==> config.mk <==
export PLATFORM = sky130hd
export DESIGN_NAME = mem_byte_ctrl_flat
export DESIGN_NICKNAME = d
export VERILOG_FILES = /design/src/rtl/mem_byte_ctrl_if.sv /design/src/rtl/mem_byte_ctrl.sv /design/src/flat_wrapper.sv
export SDC_FILE = /design/constraint.sdc
export NUM_CORES = 1
export LEC_CHECK = 0
export BUFFER_PORTS_ARGS = -buffer_cell sky130_fd_sc_hd__buf_2
export CAP_MARGIN = 0
export CORE_UTILIZATION = 40
export DETAILED_ROUTE_END_ITERATION = 7
export MAX_ROUTING_LAYER = met4
export PLACE_DENSITY_LB_ADDON = 0.12
export SLEW_MARGIN = 20
export SYNTH_ARGS = -nofsm -noshare
export SYNTH_HDL_FRONTEND = slang
export SYNTH_SLANG_ARGS = --single-unit
==> constraint.sdc <==
create_clock -name clk -period 3.7 [get_ports clk]
set_input_delay 0 -clock clk [delete_from_list [all_inputs] [get_ports clk]]
set_output_delay 0 -clock clk [all_outputs]
set_load 0.005 [all_outputs]
==> src/rtl/mem_byte_ctrl_if.sv <==
// MEM-stage data-memory request port: requester (master) drives the request,
// the byte controller (slave) returns load data and the stall request.
interface mem_byte_ctrl_if;
  logic        mem_ce_i;
  logic        mem_we_i;
  logic [3:0]  mem_sel_i;
  logic [31:0] mem_addr_i;
  logic [31:0] mem_wdata_i;
  logic [31:0] mem_rdata_o;
  logic        stall_req_o;

  modport master (
    output mem_ce_i, mem_we_i, mem_sel_i, mem_addr_i, mem_wdata_i,
    input  mem_rdata_o, stall_req_o
  );

  modport slave (
    input  mem_ce_i, mem_we_i, mem_sel_i, mem_addr_i, mem_wdata_i,
    output mem_rdata_o, stall_req_o
  );
endinterface

==> src/rtl/mem_byte_ctrl.sv <==
// Serves 32-bit MEM-stage requests over an 8-bit synchronous RAM, one byte per cycle.
// Optional one-word read buffer: define MEM_BYTE_CTRL_RDBUF_EN.

// One load-data byte lane: shadow capture during READ, published on the final READ cycle.
module mem_byte_lane #(
  parameter int VEC_W = 8
) (
  input  logic             clk,
  input  logic             rst,
  input  logic             cap,
  input  logic             fin,
  input  logic [VEC_W-1:0] din,
  output logic [VEC_W-1:0] dout
);
  logic [VEC_W-1:0] shadow;

  always_ff @(posedge clk) begin
    if (rst) begin
      shadow <= '0;
      dout   <= '0;
    end else begin
      if (cap) shadow <= din;
      // the top lane arrives on the same edge it is published
      if (fin) dout <= cap ? din : shadow;
    end
  end
endmodule

module mem_byte_ctrl #(
  parameter int ADDR_W = 17
) (
  input  logic              clk,
  input  logic              rst,
  mem_byte_ctrl_if.slave    mem,
  output logic [ADDR_W-1:0] ram_addr_o,
  output logic [7:0]        ram_din_o,
  output logic              ram_wr_o,
  input  logic [7:0]        ram_dout_i
);
  localparam int NUM_LANES = 4;
  localparam int VEC_W     = 8;
  localparam int TAG_W     = ADDR_W - 2;

  typedef enum logic [1:0] {IDLE, READ, WRITE, DONE} state_t;

  typedef struct packed {
    logic [TAG_W-1:0]                  tag;
    logic [NUM_LANES-1:0]              sel;
    logic [NUM_LANES-1:0][VEC_W-1:0]   wdata;
  } req_t;

  state_t                          state;
  logic [2:0]                      cnt;
  req_t                            req, req_in;
  logic [NUM_LANES-1:0]            pend;
  logic [ADDR_W-1:0]               addr_q;
  logic [VEC_W-1:0]                din_q;
  logic                            wr_q;
  logic                            hit;
  logic [NUM_LANES-1:0]            wr_mask, wr_rest;
  logic [1:0]                      wr_lane;
  logic [NUM_LANES-1:0]            lane_cap;
  logic                            rd_fin;
  logic [NUM_LANES-1:0][VEC_W-1:0] rd_lane;
  logic                            unused_addr;

  function automatic logic [1:0] first_lane(input logic [NUM_LANES-1:0] m);
    first_lane = 2'd0;
    for (int i = NUM_LANES-1; i >= 0; i--)
      if (m[i]) first_lane = 2'(i);
  endfunction

  assign req_in.tag   = mem.mem_addr_i[ADDR_W-1:2];
  assign req_in.sel   = mem.mem_sel_i;
  assign req_in.wdata = mem.mem_wdata_i;

  // lane index always stays in [1:0], so wb+lane never carries out of the word
  assign wr_mask = (state == IDLE) ? mem.mem_sel_i : pend;
  assign wr_lane = first_lane(wr_mask);
  assign wr_rest = wr_mask & ~(4'b0001 << wr_lane);

  assign unused_addr = ^{mem.mem_addr_i[31:ADDR_W], mem.mem_addr_i[1:0]};

`ifdef MEM_BYTE_CTRL_RDBUF_EN
  logic             buf_vld;
  logic [TAG_W-1:0] buf_tag;

  // mem_rdata_o only changes on completed loads, so it doubles as the buffer data
  assign hit = buf_vld && (buf_tag == req_in.tag);

  always_ff @(posedge clk) begin
    if (rst) begin
      buf_vld <= 1'b0;
      buf_tag <= '0;
    end else if (state == IDLE && mem.mem_ce_i) begin
      if (mem.mem_we_i && buf_tag == req_in.tag) buf_vld <= 1'b0;
    end else if (rd_fin) begin
      buf_vld <= 1'b1;
      buf_tag <= req.tag;
    end
  end
`else
  assign hit = 1'b0;
`endif

  always_ff @(posedge clk) begin
    if (rst) begin
      state  <= IDLE;
      cnt    <= '0;
      req    <= '0;
      pend   <= '0;
      addr_q <= '0;
      din_q  <= '0;
      wr_q   <= 1'b0;
    end else begin
      wr_q  <= 1'b0;
      din_q <= '0;
      case (state)
        IDLE: if (mem.mem_ce_i) begin
          req <= req_in;
          cnt <= '0;
          if (!mem.mem_we_i) begin
            if (hit) state <= DONE;
            else begin
              state  <= READ;
              addr_q <= {req_in.tag, 2'b00};
            end
          end else if (mem.mem_sel_i == '0) begin
            state <= DONE;
          end else begin
            state  <= WRITE;
            addr_q <= {req_in.tag, wr_lane};
            din_q  <= req_in.wdata[wr_lane];
            wr_q   <= 1'b1;
            pend   <= wr_rest;
          end
        end
        READ: begin
          cnt <= cnt + 3'd1;
          if (cnt < 3'd3) addr_q <= {req.tag, cnt[1:0] + 2'd1};
          if (cnt == 3'd4) state <= DONE;
        end
        WRITE: begin
          if (pend == '0) state <= DONE;
          else begin
            addr_q <= {req.tag, wr_lane};
            din_q  <= req.wdata[wr_lane];
            wr_q   <= 1'b1;
            pend   <= wr_rest;
          end
        end
        DONE:    state <= IDLE;
        default: state <= IDLE;
      endcase
    end
  end

  assign rd_fin = (state == READ) && (cnt == 3'd4);

  for (genvar g = 0; g < NUM_LANES; g++) begin : g_lane
    assign lane_cap[g] = (state == READ) && (cnt == 3'(g + 1));
    mem_byte_lane #(.VEC_W(VEC_W)) u_lane (
      .clk  (clk),
      .rst  (rst),
      .cap  (lane_cap[g]),
      .fin  (rd_fin),
      .din  (ram_dout_i),
      .dout (rd_lane[g])
    );
  end

  assign mem.mem_rdata_o = rd_lane;
  assign mem.stall_req_o = mem.mem_ce_i && (state != DONE) && !rst;
  assign ram_addr_o      = addr_q;
  assign ram_din_o       = din_q;
  assign ram_wr_o        = wr_q && !rst;
endmodule
==> src/flat_wrapper.sv <==
// flat-port wrapper written by rule: the top's interface ports become plain ports
module mem_byte_ctrl_flat 
#(
  parameter int ADDR_W = 17
)
  (clk, rst, ram_addr_o, ram_din_o, ram_wr_o, ram_dout_i, mem_mem_ce_i, mem_mem_we_i, mem_mem_sel_i, mem_mem_addr_i, mem_mem_wdata_i, mem_mem_rdata_o, mem_stall_req_o);
  mem_byte_ctrl_if mem_i ();
  input  logic clk;
  input  logic rst;
  output logic [ADDR_W-1:0] ram_addr_o;
  output logic [7:0] ram_din_o;
  output logic ram_wr_o;
  input  logic [7:0] ram_dout_i;
  input wire logic [$bits(mem_i.mem_ce_i)-1:0] mem_mem_ce_i;
  input wire logic [$bits(mem_i.mem_we_i)-1:0] mem_mem_we_i;
  input wire logic [$bits(mem_i.mem_sel_i)-1:0] mem_mem_sel_i;
  input wire logic [$bits(mem_i.mem_addr_i)-1:0] mem_mem_addr_i;
  input wire logic [$bits(mem_i.mem_wdata_i)-1:0] mem_mem_wdata_i;
  output wire logic [$bits(mem_i.mem_rdata_o)-1:0] mem_mem_rdata_o;
  output wire logic [$bits(mem_i.stall_req_o)-1:0] mem_stall_req_o;
  assign mem_i.mem_ce_i = mem_mem_ce_i;
  assign mem_i.mem_we_i = mem_mem_we_i;
  assign mem_i.mem_sel_i = mem_mem_sel_i;
  assign mem_i.mem_addr_i = mem_mem_addr_i;
  assign mem_i.mem_wdata_i = mem_mem_wdata_i;
  assign mem_mem_rdata_o = mem_i.mem_rdata_o;
  assign mem_stall_req_o = mem_i.stall_req_o;
  mem_byte_ctrl #(.ADDR_W(ADDR_W)) u_core (.clk(clk), .rst(rst), .mem(mem_i), .ram_addr_o(ram_addr_o), .ram_din_o(ram_din_o), .ram_wr_o(ram_wr_o), .ram_dout_i(ram_dout_i));
endmodule
# Word level (Yosys, flattened, before mapping)
# Index checks and enable logic that the tools add are counted.
# Widths: inputs -> output; s select.
# totals
reg_bits,138
inputBits,80
out_inout_bits,59
# op_classes
n_addsub,2
order_cmp,2
eq_ne,16
shifts,1
muxes,41
bitwise,2
reduce_logical,19
# ops
operator,n
$mux 17,5
$mux 8,9
$pmux 17 s3,1
$bmux 8 s2,2
$mux 4,5
$mux 2,8
$pmux 8 s2,1
$ne 2x2->1 const B,5
$reduce_and 5->1,2
$logic_not 4->1,2
$pmux 2 s4,1
$pmux 4 s2,1
$logic_and 1x1->1,7
$eq 3x2->1 const B,2
$ne 2x1->1 const B,3
$pmux 3 s2,1
$mux 1,5
$and 4x4->4,1
$eq 2x2->1 const B,2
$not 4->4,1
$reduce_and 2->1,2
$reduce_bool 2->1,2
$shl 1x2->4 const A,1
$add 3x1->3 const B,1
other kinds (13),13

# Longest topological paths before layout
# Gate-level depths: netlist (run 1).
# logic_depth
depth_word,13
depth_mapped,9
mapped_depth_nobuf,6

# By module
# A second synthesis (run 1) with hierarchy kept.
# unflattened
cells_unflattened,703
hier_area_um2,6342.3
# modules_own_cells
mod,instances,cells_each,area_each_um2
mem_byte_ctrl,1,491,4100.2
mem_byte_lane,4,53,560.5

# Least setup slack after synthesis (run 1)
# No wires, ideal clock.
# synth_path
path_kind,reg2reg
start,reg u_core.state[0]
end,"reg u_core.din_q[7], in the netlist u_core.ram_din_o[7]"
arrival_ns,1.825
t_required_ns,3.575
slack_ns,1.750
stages_incl_launch_ff,9
n_path_buf,2
period_less_slack_ns,1.950
cell_sequence,dfxtp_1 inv_1 ha_1 buf_6 mux2_4 buf_6 a221o_1 a221oi_2 o21ai_1
# synth_between
elab_chain_cells,12
elab_cells_between_ends,16
classes_between,eq/ne: 1; mux: 14; reduce/logical: 1
# synth_rtl
element,line,source
from (decl),mem_byte_ctrl.sv:52,state_t state;
from (signal assigned),mem_byte_ctrl.sv:108,state <= IDLE;
from (signal assigned),mem_byte_ctrl.sv:123,if (hit) state <= DONE;
from (signal assigned),mem_byte_ctrl.sv:125,state <= READ;
$logic_not 2->1,"mem_byte_ctrl.sv:78, mem_byte_ctrl.sv:118",
$mux 4,mem_byte_ctrl.sv:78,assign wr_mask = (state == IDLE) ? mem.mem_sel_i : pend;
$mux 2 (4 in a row),mem_byte_ctrl.sv:70,if (m[i]) first_lane = 2'(i);
$bmux 8 s2,mem_byte_ctrl.sv:133,din_q <= req_in.wdata[wr_lane];
$mux 8 (implied by the code),mem_byte_ctrl.sv:133,
$mux 8,mem_byte_ctrl.sv:128,end else if (mem.mem_sel_i == '0) begin
$mux 8,mem_byte_ctrl.sv:122,if (!mem.mem_we_i) begin
$mux 8,mem_byte_ctrl.sv:119,IDLE: if (mem.mem_ce_i) begin
$pmux 8 s2 (*),mem_byte_ctrl.sv:118,case (state)
to (signal assigned),mem_byte_ctrl.sv:133,
to (signal assigned),mem_byte_ctrl.sv:147,din_q <= req.wdata[wr_lane];
to (decl),mem_byte_ctrl.sv:57,logic [VEC_W-1:0] din_q;
# Mark *: on every way between the ends. The rest lies on a longest branch, timed or not. The select of a mux whose other input is x is not followed.
# A chain may end at the register's enable or synchronous reset.

# Worst setup path in the final report (run 1)
# layout_path
start,reg u_core.pend[2]
end,"reg u_core.addr_q[0], in the netlist u_core.ram_addr_o[0]"
# layout_between
elab_chain_cells,8
elab_cells_between_ends,12
classes_between,eq/ne: 1; mux: 9; reduce/logical: 2
# layout_rtl
element,line,source
from (decl),mem_byte_ctrl.sv:55,logic [NUM_LANES-1:0] pend;
from (signal assigned),mem_byte_ctrl.sv:135,pend <= wr_rest;
from (signal assigned),mem_byte_ctrl.sv:149,pend <= wr_rest;
$mux 4,mem_byte_ctrl.sv:78,
$mux 2 (3 in a row),mem_byte_ctrl.sv:70,
$mux 17,mem_byte_ctrl.sv:128,
$mux 17,mem_byte_ctrl.sv:122,
$mux 17,mem_byte_ctrl.sv:119,
$pmux 17 s3,mem_byte_ctrl.sv:118,
to (signal assigned),mem_byte_ctrl.sv:126,"addr_q <= {req_in.tag, 2'b00};"
to (signal assigned),mem_byte_ctrl.sv:132,"addr_q <= {req_in.tag, wr_lane};"
to (signal assigned),mem_byte_ctrl.sv:140,"if (cnt < 3'd3) addr_q <= {req.tag, cnt[1:0] + 2'd1};"
to (decl),mem_byte_ctrl.sv:56,logic [ADDR_W-1:0] addr_q;
# Parallel ways exist; a longest one is shown, timed or not. The select of a mux whose other input is x is not followed.

==> metrics.cfg, run 1 <==
[layout]
register_area_sq_mm = 0.00276
fillers = 1408
final_util_pct = 52.8
multi_input_area_sq_mm = 0.00318
num-nets-final = 946
insertedDiodeCount = 0
area_growth_pct = 28.7
layout-drive-gt1-share_pct = 21.8

[run]
drv_cap = 0

[logic_synthesis]
syn_nets = 795
synth.most_common_cell = dfxtp_1
syn_inst = 706
ys_seq_area_share_pct = 44.3
synth_xor_area_share_pct = 0
synth_area_sq_mm = 0.00624
synth_top_area_share_pct = 44.3
synthDistinctLibCells = 64
synth_ff_type = dfxtp_1
yosys.area.top_type = dfxtp_1
synth_fa_ha_area_share_pct = 1.80
synth_top_family_by_area = compound AO/OA/AOI/OAI gates
ys_ff_latch = 138
yosys_warnings = 0
muxShareOfSynthArea_pct = 4.59
synth_edf_count = 0
synth-simple-area-share_pct = 20.2
synth-compound-area-share_pct = 24.3
synthTopCellsByCount = 138 x dfxtp_1, 117 x nand2_1, 92 x a21oi_1
syn_avg_cell_area_sq_um = 8.84
async_reset_ff_share_pct = 0
ys_top_cells_by_area = dfxtp_1 44%, a21oi_1 7.4%, nand2_1 7.0%

[sta]
worstMarginPinSlew_ps = 1060
rsz0062_at_grt = no
skew_ps = 6.80
slew_violations = 0
post-route-min-period_ps = 2690
hold_viol = 0
fin_crit_sh_pct = 72.8
setup_viol = 0
timing.setup.tns_ps = 0
fmax_mhz = 371
relSlewSlack_pct = 29.6

[global_routing]
grt_max_degree = 101
grt_pass1_wl_mm = 28.9
grt_pass1_vias = 5771
antenna_found_initial = 0
track_usage_pct = 23.4
grt_overflow = 0

[detailed_routing]
routedWlPerCell_um = 16.6
first_iter_violations = 283
drcViolationCount = 0
dr_total_vias = 5727
post_drt_via_cell_ratio = 5.42
routed_wl_mm = 17.6
drtPass1Iterations = 5
antenna_left = 0

[floorplanning]
coreArea_sq_mm = 0.0152
die_y_um = 127
dieArea_sq_mm = 0.0161
start_util_pct = 41.1
die_x_um = 127
rows = 45
io-pin-count = 139

[critical_path]
required_ps = 3940
path_cells = nor4_2 -> a22oi_2 -> buf_4 -> and2_1 -> a311oi_1
r2r_start = u_core.pend[2]$_SDFFE_PP0P_
crit_path_end_kind = flip-flop
worstSetupStartpointType = flip-flop
crit_fanout = 24
slowest_stage = dfxtp_1
arrival_ps = 2940
path_class = flip-flop to flip-flop
critPathLaunch = u_core.pend[2]$_SDFFE_PP0P_
max_stage_delay_ps = 970

[clock_network]
path_clk_slew_ps = 60
worstSkewPairLatency_ps = 420
cts_made_buffers = 17
clk_path_buf_depth = 2
cts-root-buf = clkbuf_16
htree_levels = 4
cts_sinks = 138
cts_tree = done

[pwr]
p_leak_nw = 3.32
pwr-share-comb_pct = 36.5
ir_worst_vdd_v = 0.000471
internal_power_mw = 3.45
p_switching_mw = 2.00
sequentialPowerShare_pct = 34.1
power_density_mw_per_mm2 = 679
swShare_pct = 36.8
power_frac_clock_pct = 29.4

[placement]
place_hpwl_mm = 10.8
numPortBuffers = 121
routabilityCongestion = 0.771

[worst_hold_path]
worstHoldStart = rst
hp-class = input port to flip-flop

[status]
outcome = finished, final reports clean

[state kept, by name, summed over array words and instances (netlist names)]
signal                       cells
u_core.g_lane.u_lane.shadow     24
u_core.req                      47
u_core.ram_addr_o               17
u_core.cnt                       3
u_core.wr_q                      1
u_core.pend                      4
u_core.ram_din_o                 8
u_core.g_lane.u_lane.dout       32
u_core.state                     2
[through the flow]
step	power (mW)	cell area [sq um]	std cells	hold WS, ps	setup slack [ps]
floorplan	3.32	6240	706	125	1750
global placement	3.76	6890	967	250	1140
detailed placement	3.81	6890	967	260	1070
CTS	5.48	8030	1056	14.9	1050
global route	5.80	8030	1056	29.6	868
finish	5.45	8030	1056	35.6	1010
[worst paths after layout]
check	end	slack, ps	cells after the start
hold / removal	u_core.pend[3]$_SDFFE_PP0P_	40	2
setup / recovery	u_core.ram_addr_o[0]$_SDFFE_PP0P_	1010	5
setup reg to reg	u_core.ram_addr_o[0]$_SDFFE_PP0P_	1010	5
hold reg to reg	u_core.req[42]$_SDFFE_PP0P_	460	2
[area by class of cell]
class / instances / share of cell area (%)
Multi-Input combinational cell: 502 / 39.6
Sequential cell: 138 / 34.4
Timing Repair Buffer: 189 / 15.8
Clock buffer: 22 / 6.03
Tap cell: 188 / 2.93
Clock inverter: 8 / 0.872
Inverter: 9 / 0.421
[per-layer routing]
metal  wire length, um  share of wire, %  vias up  global-route usage, %
met4               187               1.1        0                   6.44
met1              8130                46     2740                   28.2
met2              8340                48      150                   38.4
li1                  -                 -     2820                      -
met5                 0                 0        -                      -
met3               897               5.1       17                   6.20
[placed cells by master, fill, tap and decap left out, drive strengths merged, types with 2 or more instances in the layout]
cell type    netlist  final
ha                 9      9
nand3b             2      2
nor3               5      5
mux2               2      2
nor2b             19     19
a2bb2oi            2      2
a221o             16     16
clkbuf            34     22
inv                9      9
a22oi             15     15
a32oi              9      9
clkinv             0      5
o21ba              2      2
a211oi            42     42
a311oi             2      2
nand2            119    119
and2              19     19
nor4bb            16     16
nand2b             3      3
and3               2      2
o41ai              2      2
nor2              60     60
buf               23    130
o21ai              4      4
a21oi             92     92
nand3              3      3
clkinvlp           0      2
a21o               2      2
mux2i             26     26
dfxtp            138    138
o21a               2      2
o211ai             7      7
dlygate4sd3        0     59
[kinds of logic after synthesis]
| kind of cell | Yosys count |
|---|---|
| AO/OA/AOI/OAI | 207 |
| adder cells (fa/ha/maj) | 9 |
| buffers and inverters | 66 |
| flip-flops | 138 |
| multiplexers | 28 |
| AND/OR/NAND/NOR | 258 |
[timing repair]
| item | in CTS | in global routing |
|---|---|---|
| hold endpoints to repair | 91 | 0 |
| gates resized for setup | 0 | 0 |
| setup buffers | 0 | 0 |
| hold buffers | 59 | 0 |
| setup endpoints to repair | 0 | 0 |
[power groups by stage]
stage / sequential [mW] / combinational, mW / clock (mW)
floorplan: 1.85 / 1.47 / 0
global placement: 1.87 / 1.89 / 0
detailed placement: 1.89 / 1.92 / 0
CTS: 1.86 / 1.98 / 1.64
global route: 1.89 / 2.20 / 1.71
finish: 1.86 / 1.99 / 1.60
[worst max-delay path, delay by kind of cell, from the launching register on]
kind | cells | cell delay (ps)
AOI/OAI and AO/OA | 2 | 410
buffers and inverters | 1 | 270
DFF | 1 | 970
and+or+nand+nor | 2 | 860
(Power assumes the default switching activity.)
==> inputs of run 2 (changes only) <==
- clock period: 3.7 -> 2.3 ns (I/O delays scaled with it)
==> run 2 against run 1 <==
  * Total power up 68%
  * Largest power group unchanged
  * First-iteration DRC count up 30%
  * Via count grew 1.8%
  * Clock skew down 2.2 ps
  * Cell count up 1.8%
  * Register-to-register slack got worse by 800 ps
  * Combinational power is 69% higher
  * Utilization rose by 1.4 points
  * Sequential share of layout area fell by 0.88 points
  * Critical endpoint is now u_core.ram_din_o[7]$_SDFF_PP0_
==> metrics.cfg, run 2 (synthesized netlist as in run 1, its figures left out) <==
[critical_path]
path_class = flip-flop to flip-flop
path_depth = 6
r2r_start = u_core.state[0]$_SDFFE_PP0P_
critPathLaunch = u_core.state[0]$_SDFFE_PP0P_
worstSetupStartpointType = flip-flop
crit_path_end_kind = flip-flop
crit_fanout = 16
arrival_ps = 2400
required_ps = 2600
slowest_stage = mux2_4
max_stage_delay_ps = 430
crit_buf_inv = 1
r2r_cells = 6
rrSetupSlack_ps = 210
critPathTopFamily = compound AO/OA/AOI/OAI gates
path_cells = inv_1 -> ha_2 -> mux2_4 -> a221o_1 -> a222oi_1 -> o21ai_1
worst_r2r_endpoint = u_core.ram_din_o[7]$_SDFF_PP0_

[sta]
hold_viol = 0
timing.setup.tns_ps = 0
worstMarginPinSlew_ps = 869
setup_viol = 0
rsz0062_at_grt = no
slew_violations = 0
holdWs_ps = 73.7
fmax_mhz = 477
post-route-min-period_ps = 2090
skew_ps = 4.64
fin_crit_sh_pct = 91.1
relSlewSlack_pct = 42.1

[worst_hold_path]
worstHoldStart = mem_mem_sel_i[3]
holdPathStages = 4
holdPathEnd = u_core.pend[3]$_SDFFE_PP0P_
hp-class = input port to flip-flop

[layout]
area_growth_pct = 32.0
layout-drive-gt1-share_pct = 23.3
fin_cells = 1075
num-nets-final = 963
insertedDiodeCount = 0
reg.largest.list = u_core.req (47), u_core.g_lane.u_lane.dout (32), u_core.g_lane.u_lane.shadow (24)
postLayoutCellArea_sq_mm = 0.00824
largest_reg_flops = 47
final_common_cell = dfxtp_1
mostFrequentLayoutCells = 138 x dfxtp_1, 120 x buf_2, 117 x nand2_1, 92 x a21oi_1
top_register = u_core.req

[clock_network]
htree_levels = 4
worstSkewPairLatency_ps = 420
cts-root-buf = clkbuf_16
path_clk_slew_ps = 60
cts_tree = done
clk_path_buf_depth = 2
cts_sinks = 138
cts_made_buffers = 17

[placement]
placedInstanceArea_sq_mm = 0.00702
place_hpwl_mm = 11.4
routabilityCongestion = 0.793
numPortBuffers = 121
place_inst = 983

[detailed_routing]
drcViolationCount = 0
routed_wl_mm = 17.7
first_iter_violations = 367
antenna_left = 0
post_drt_via_cell_ratio = 5.42
drtPass1Iterations = 5
dr_total_vias = 5830
routedWlPerCell_um = 16.4

[status]
outcome = finished, final reports clean

[floorplanning]
start_util_pct = 41.1
die_x_um = 127
dieArea_sq_mm = 0.0161
die_y_um = 127
io-pin-count = 139
rows = 45
coreArea_sq_mm = 0.0152

[pwr]
ir_worst_vdd_v = 0.000602
p_total_mw = 9.19
p_leak_nw = 3.43
power_density_mw_per_mm2 = 1120

[global_routing]
grt_overflow = 0
grt_max_degree = 80
grt_pass1_vias = 5723
antenna_found_initial = 0
track_usage_pct = 23.3
grt_pass1_wl_mm = 28.8

[run]
drv_cap = 0

[run 2: cell types whose count changed in the layout (fill, tap and decap cells not counted), moves of 2 or more]
| cell | change |
|---|---|
| buf_4 | +15 |
| bufinv_16 | +3 |
| clkbuf_8 | -3 |
| clkinv_4 | +2 |
[run 2: how the worst max path moves through the flow]
stage	endpoint	slack [ps]
2_1_floorplan	u_core.ram_din_o[7]$_SDFF_PP0_	350
3_3_place_gp	u_core.ram_din_o[7]$_SDFF_PP0_	140
3_5_place_dp	u_core.ram_din_o[7]$_SDFF_PP0_	110
4_1_cts	u_core.ram_din_o[7]$_SDFF_PP0_	70
5_1_grt	u_core.ram_din_o[7]$_SDFF_PP0_	70
6_report	u_core.ram_din_o[7]$_SDFF_PP0_	210
[run 2: through the flow]
stage                     util (%)  worst slack, ps
after floorplan                  -              350
after global placement        46.2              145
after detailed placement      46.2              107
after CTS                     54.2             74.0
after global routing          54.2             73.9
final                         54.2              205
[run 2: final cells by class]
cell class / instances / area (sq um)
clock buffer: 20 / 447
clock inverter: 12 / 173
fill: 1413 / 6960
inverter: 9 / 33.8
multi-input combinational: 502 / 3180
sequential: 138 / 2760
tap: 188 / 235
timing repair buffer: 206 / 1410
[run 2: where the power goes]
group	switching [mW]	total [mW]	internal, mW	leakage (nW)
sequential	0.209	2.97	2.76	1.12
clock	1.03	2.87	1.84	0.300
combinational	2.01	3.36	1.35	2.01
[run 2: repair_timing]
| item | 4_1_cts | 5_1_grt |
|---|---|---|
| gates resized for setup | 0 | 1 |
| setup buffers | 0 | 0 |
| hold buffers | 60 | 0 |
| endpoints found under the hold margin | 93 | 0 |
| endpoints found under the setup margin | 0 | 5 |
[run 2: metal layers]
layer / vias to the layer above / GRT usage (%) / routed length [um]
li1: 2854 / - / -
met1: 2796 / 28.5 / 8280
met2: 163 / 38.1 / 8330
met3: 17 / 5.36 / 853
met4: 0 / 7.42 / 197
met5: - / - / 0
[run 2: worst reg2reg max path: cells and delay by family, from the launching register on]
family | cells | cell delay (ps)
buffers and inverters | 1 | 110
AO/OA/AOI/OAI | 3 | 760
adder cells (fa/ha/maj) | 1 | 350
flip-flops | 1 | 330
multiplexers | 1 | 430
==> inputs of run 3 (changes only) <==
- SYNTH_HIERARCHICAL: unset -> 1
==> run 3 against run 2 <==
  * Critical path depth stayed put
  * Area after synthesis rose by 1.6%
  * Cell count grew 1.3%
  * Total power fell by 6.1%
  * Wire length down 7.0%
  * Via count is 4.2% lower
  * Sequential power is 2% higher
  * Synthesized cell count is 0.42% lower
  * Utilization shrank 0.14 points
  * Hold slack got worse by 29 ps
  * Clock power rose by 1%
  * Largest cell class unchanged
  * Highest routed layer unchanged
==> metrics.cfg, run 3 <==
[layout]
mostFrequentLayoutCells = 146 x dfxtp_1, 120 x buf_2, 102 x nand2_1, 84 x nor2_1, 70 x a21oi_1
final_common_cell = dfxtp_1
area_growth_pct = 30.6
num-nets-final = 954
reg.largest.list = u_core/req (47), u_core/g_lane.u_lane/dout (32), u_core/g_lane.u_lane/shadow (32)
final_util_pct = 54.1
largest_reg_flops = 47
top_register = u_core/req
layout-drive-gt1-share_pct = 24.5
fin_cells = 1089

[floorplanning]
io-pin-count = 139
die_y_um = 128
coreArea_sq_mm = 0.0153
dieArea_sq_mm = 0.0164
start_util_pct = 41.4
rows = 45
die_x_um = 128

[status]
outcome = finished, final reports clean

[logic_synthesis]
synth.most_common_cell = dfxtp_1
synth_edf_count = 0
syn_inst = 703
synthTopCellsByCount = 146 x dfxtp_1, 102 x nand2_1, 84 x nor2_1
synth_top_area_share_pct = 46.1
async_reset_ff_share_pct = 0
ys_ff_latch = 146
synth_ff_type = dfxtp_1
yosys_warnings = 6
syn_nets = 793
ys_seq_area_share_pct = 46.1
yosys.area.top_type = dfxtp_1
ys_top_cells_by_area = dfxtp_1 46%, mux2i_1 6.6%, nand2_1 6.0%
synth_area_sq_mm = 0.00634
synthDistinctLibCells = 49
syn_avg_cell_area_sq_um = 9.02

[detailed_routing]
drcViolationCount = 0
drtPass1Iterations = 5
antenna_left = 0
dr_total_vias = 5587
routedWlPerCell_um = 15.1
routed_wl_mm = 16.4
first_iter_violations = 305
post_drt_via_cell_ratio = 5.13

[placement]
numPortBuffers = 121
place_inst = 996
place_hpwl_mm = 10.6
routabilityCongestion = 0.848

[pwr]
internal_power_mw = 5.77
sequentialPowerShare_pct = 35.2
swShare_pct = 33.1
p_switching_mw = 2.86
power_density_mw_per_mm2 = 1040
pwr-share-comb_pct = 31.0
power_frac_clock_pct = 33.8
p_leak_nw = 3.23
ir_worst_vdd_v = 0.000564

[global_routing]
grt_max_degree = 140
track_usage_pct = 21.6
grt_pass1_vias = 5405
grt_pass1_wl_mm = 26.8
antenna_found_initial = 0
grt_overflow = 0

[sta]
setup_viol = 0
rsz0062_at_grt = no
timing.setup.tns_ps = 0
fin_crit_sh_pct = 91.9
skew_ps = 6.28
hold_viol = 0
fmax_mhz = 473
slew_violations = 0
relSlewSlack_pct = 55.0
worstMarginPinSlew_ps = 674
post-route-min-period_ps = 2110

[critical_path]
max_stage_delay_ps = 510
crit_path_end_kind = flip-flop
required_ps = 2590
r2r_cells = 6
path_class = flip-flop to flip-flop
rrSetupSlack_ps = 190
worst_r2r_endpoint = u_core/ram_din_o[3]$_SDFF_PP0_
worstSetupStartpointType = flip-flop
arrival_ps = 2400
path_cells = inv_1 -> ha_2 -> mux2_2 -> a22o_1 -> a22oi_1 -> o211ai_1
r2r_start = u_core/state[0]$_SDFFE_PP0P_
crit_fanout = 18
slowest_stage = mux2_2

[clock_network]
cts-root-buf = clkbuf_16
worstSkewPairLatency_ps = 420
post_cts_buffers = 0
path_clk_slew_ps = 60
htree_levels = 4
cts_made_buffers = 17
cts_tree = done
clk_path_buf_depth = 2
cts_sinks = 146

[worst_hold_path]
holdPathStages = 3
worstHoldStart = mem_mem_we_i
hp-class = input port to flip-flop
holdPathEnd = u_core/state[1]$_SDFFE_PP0P_

[run]
drv_cap = 0

==> run 3: cell types whose count changed in the layout (fill, tap and decap cells not counted), moves of 16 or more <==
cell,delta
nor4bb_1,-16
a221o_1,-16
nor2_1,+24
a21oi_1,-22
mux2i_1,+16
and2_1,-16
==> run 3: area by class of cell <==
type / count / area (sq um)
clock inverter: 13 / 181
fill: 1442 / 7030
multi-input combinational: 495 / 3070
clock buffer: 19 / 443
tap: 211 / 264
antenna: 1 / 2.50
timing repair buffer: 196 / 1370
sequential: 146 / 2920
inverter: 8 / 30.0
==> run 3: cells by family (layout without fill, tap and decap cells) <==
kind of cell               count (synthesis)  in the layout  synth area share, %
adders and majority gates                 10             10                 1.97
buffers and inverters                     62            236                 5.68
other                                      0              1                    0
AOI/OAI and AO/OA                        192            192                 21.9
and+or+nand+nor                          249            249                 17.3
DFF                                      146            146                 46.1
muxes                                     44             44                 6.98
==> run 3: power by group through the flow <==
stage	Clock (mW)	Combinational [mW]	Sequential, mW
after detailed placement	0	2.59	3.08
after CTS	2.98	2.68	3.04
after global routing	3.09	2.98	3.07
final	2.91	2.68	3.04
after floorplan	0	1.86	3.06
after global placement	0	2.51	3.07
==> run 3: timing repair <==
item                       CTS  global route
setup endpoints to repair    0             8
hold buffers                60             0
resized for setup            0             3
hold endpoints to repair    91             0
==> run 3: worst max-delay path by stage <==
| stage | startpoint | end | slack [ps] | cells past startpoint |
|---|---|---|---|---|
| 2_1_floorplan | u_core/state[0]$_SDFFE_PP0P_ | u_core/ram_din_o[5]$_SDFF_PP0_ | 340 | 8 |
| 3_3_place_gp | u_core/state[0]$_SDFFE_PP0P_ | u_core/ram_din_o[1]$_SDFF_PP0_ | 140 | 6 |
| 3_5_place_dp | u_core/state[1]$_SDFFE_PP0P_ | u_core/ram_din_o[3]$_SDFF_PP0_ | 80 | 6 |
| 4_1_cts | u_core/state[1]$_SDFFE_PP0P_ | u_core/ram_din_o[3]$_SDFF_PP0_ | 70 | 6 |
| 5_1_grt | u_core/state[1]$_SDFFE_PP0P_ | u_core/ram_addr_o[2]$_SDFFE_PP0P_ | 50 | 7 |
| 6_report | u_core/state[0]$_SDFFE_PP0P_ | u_core/ram_din_o[3]$_SDFF_PP0_ | 190 | 6 |
==> run 3: critical path, delay by kind of cell, from the launching register on <==
family	cells	cell delay, ps
AO/OA/AOI/OAI	3	680
flip-flops	1	340
adder cells (fa/ha/maj)	1	320
buffers and inverters	1	120
multiplexers	1	510
==> run 3: stage by stage <==
stage | setup slack [ps] | power, mW | hold WS [ps] | instance area, sq um
after floorplan | 337 | 4.93 | 125 | 6340
after global placement | 135 | 5.58 | 248 | 7050
after detailed placement | 84.4 | 5.67 | 238 | 7050
after CTS | 71.8 | 8.70 | 29.1 | 8270
after global routing | 47.5 | 9.15 | 43.3 | 8280
final | 185 | 8.63 | 44.9 | 8280
==> run 3: layer usage <==
metal / track usage (%) / share of wire, %
met5: - / 0
met3: 4.97 / 4.7
met2: 33.7 / 47
met4: 9.41 / 2.2
met1: 26.7 / 46
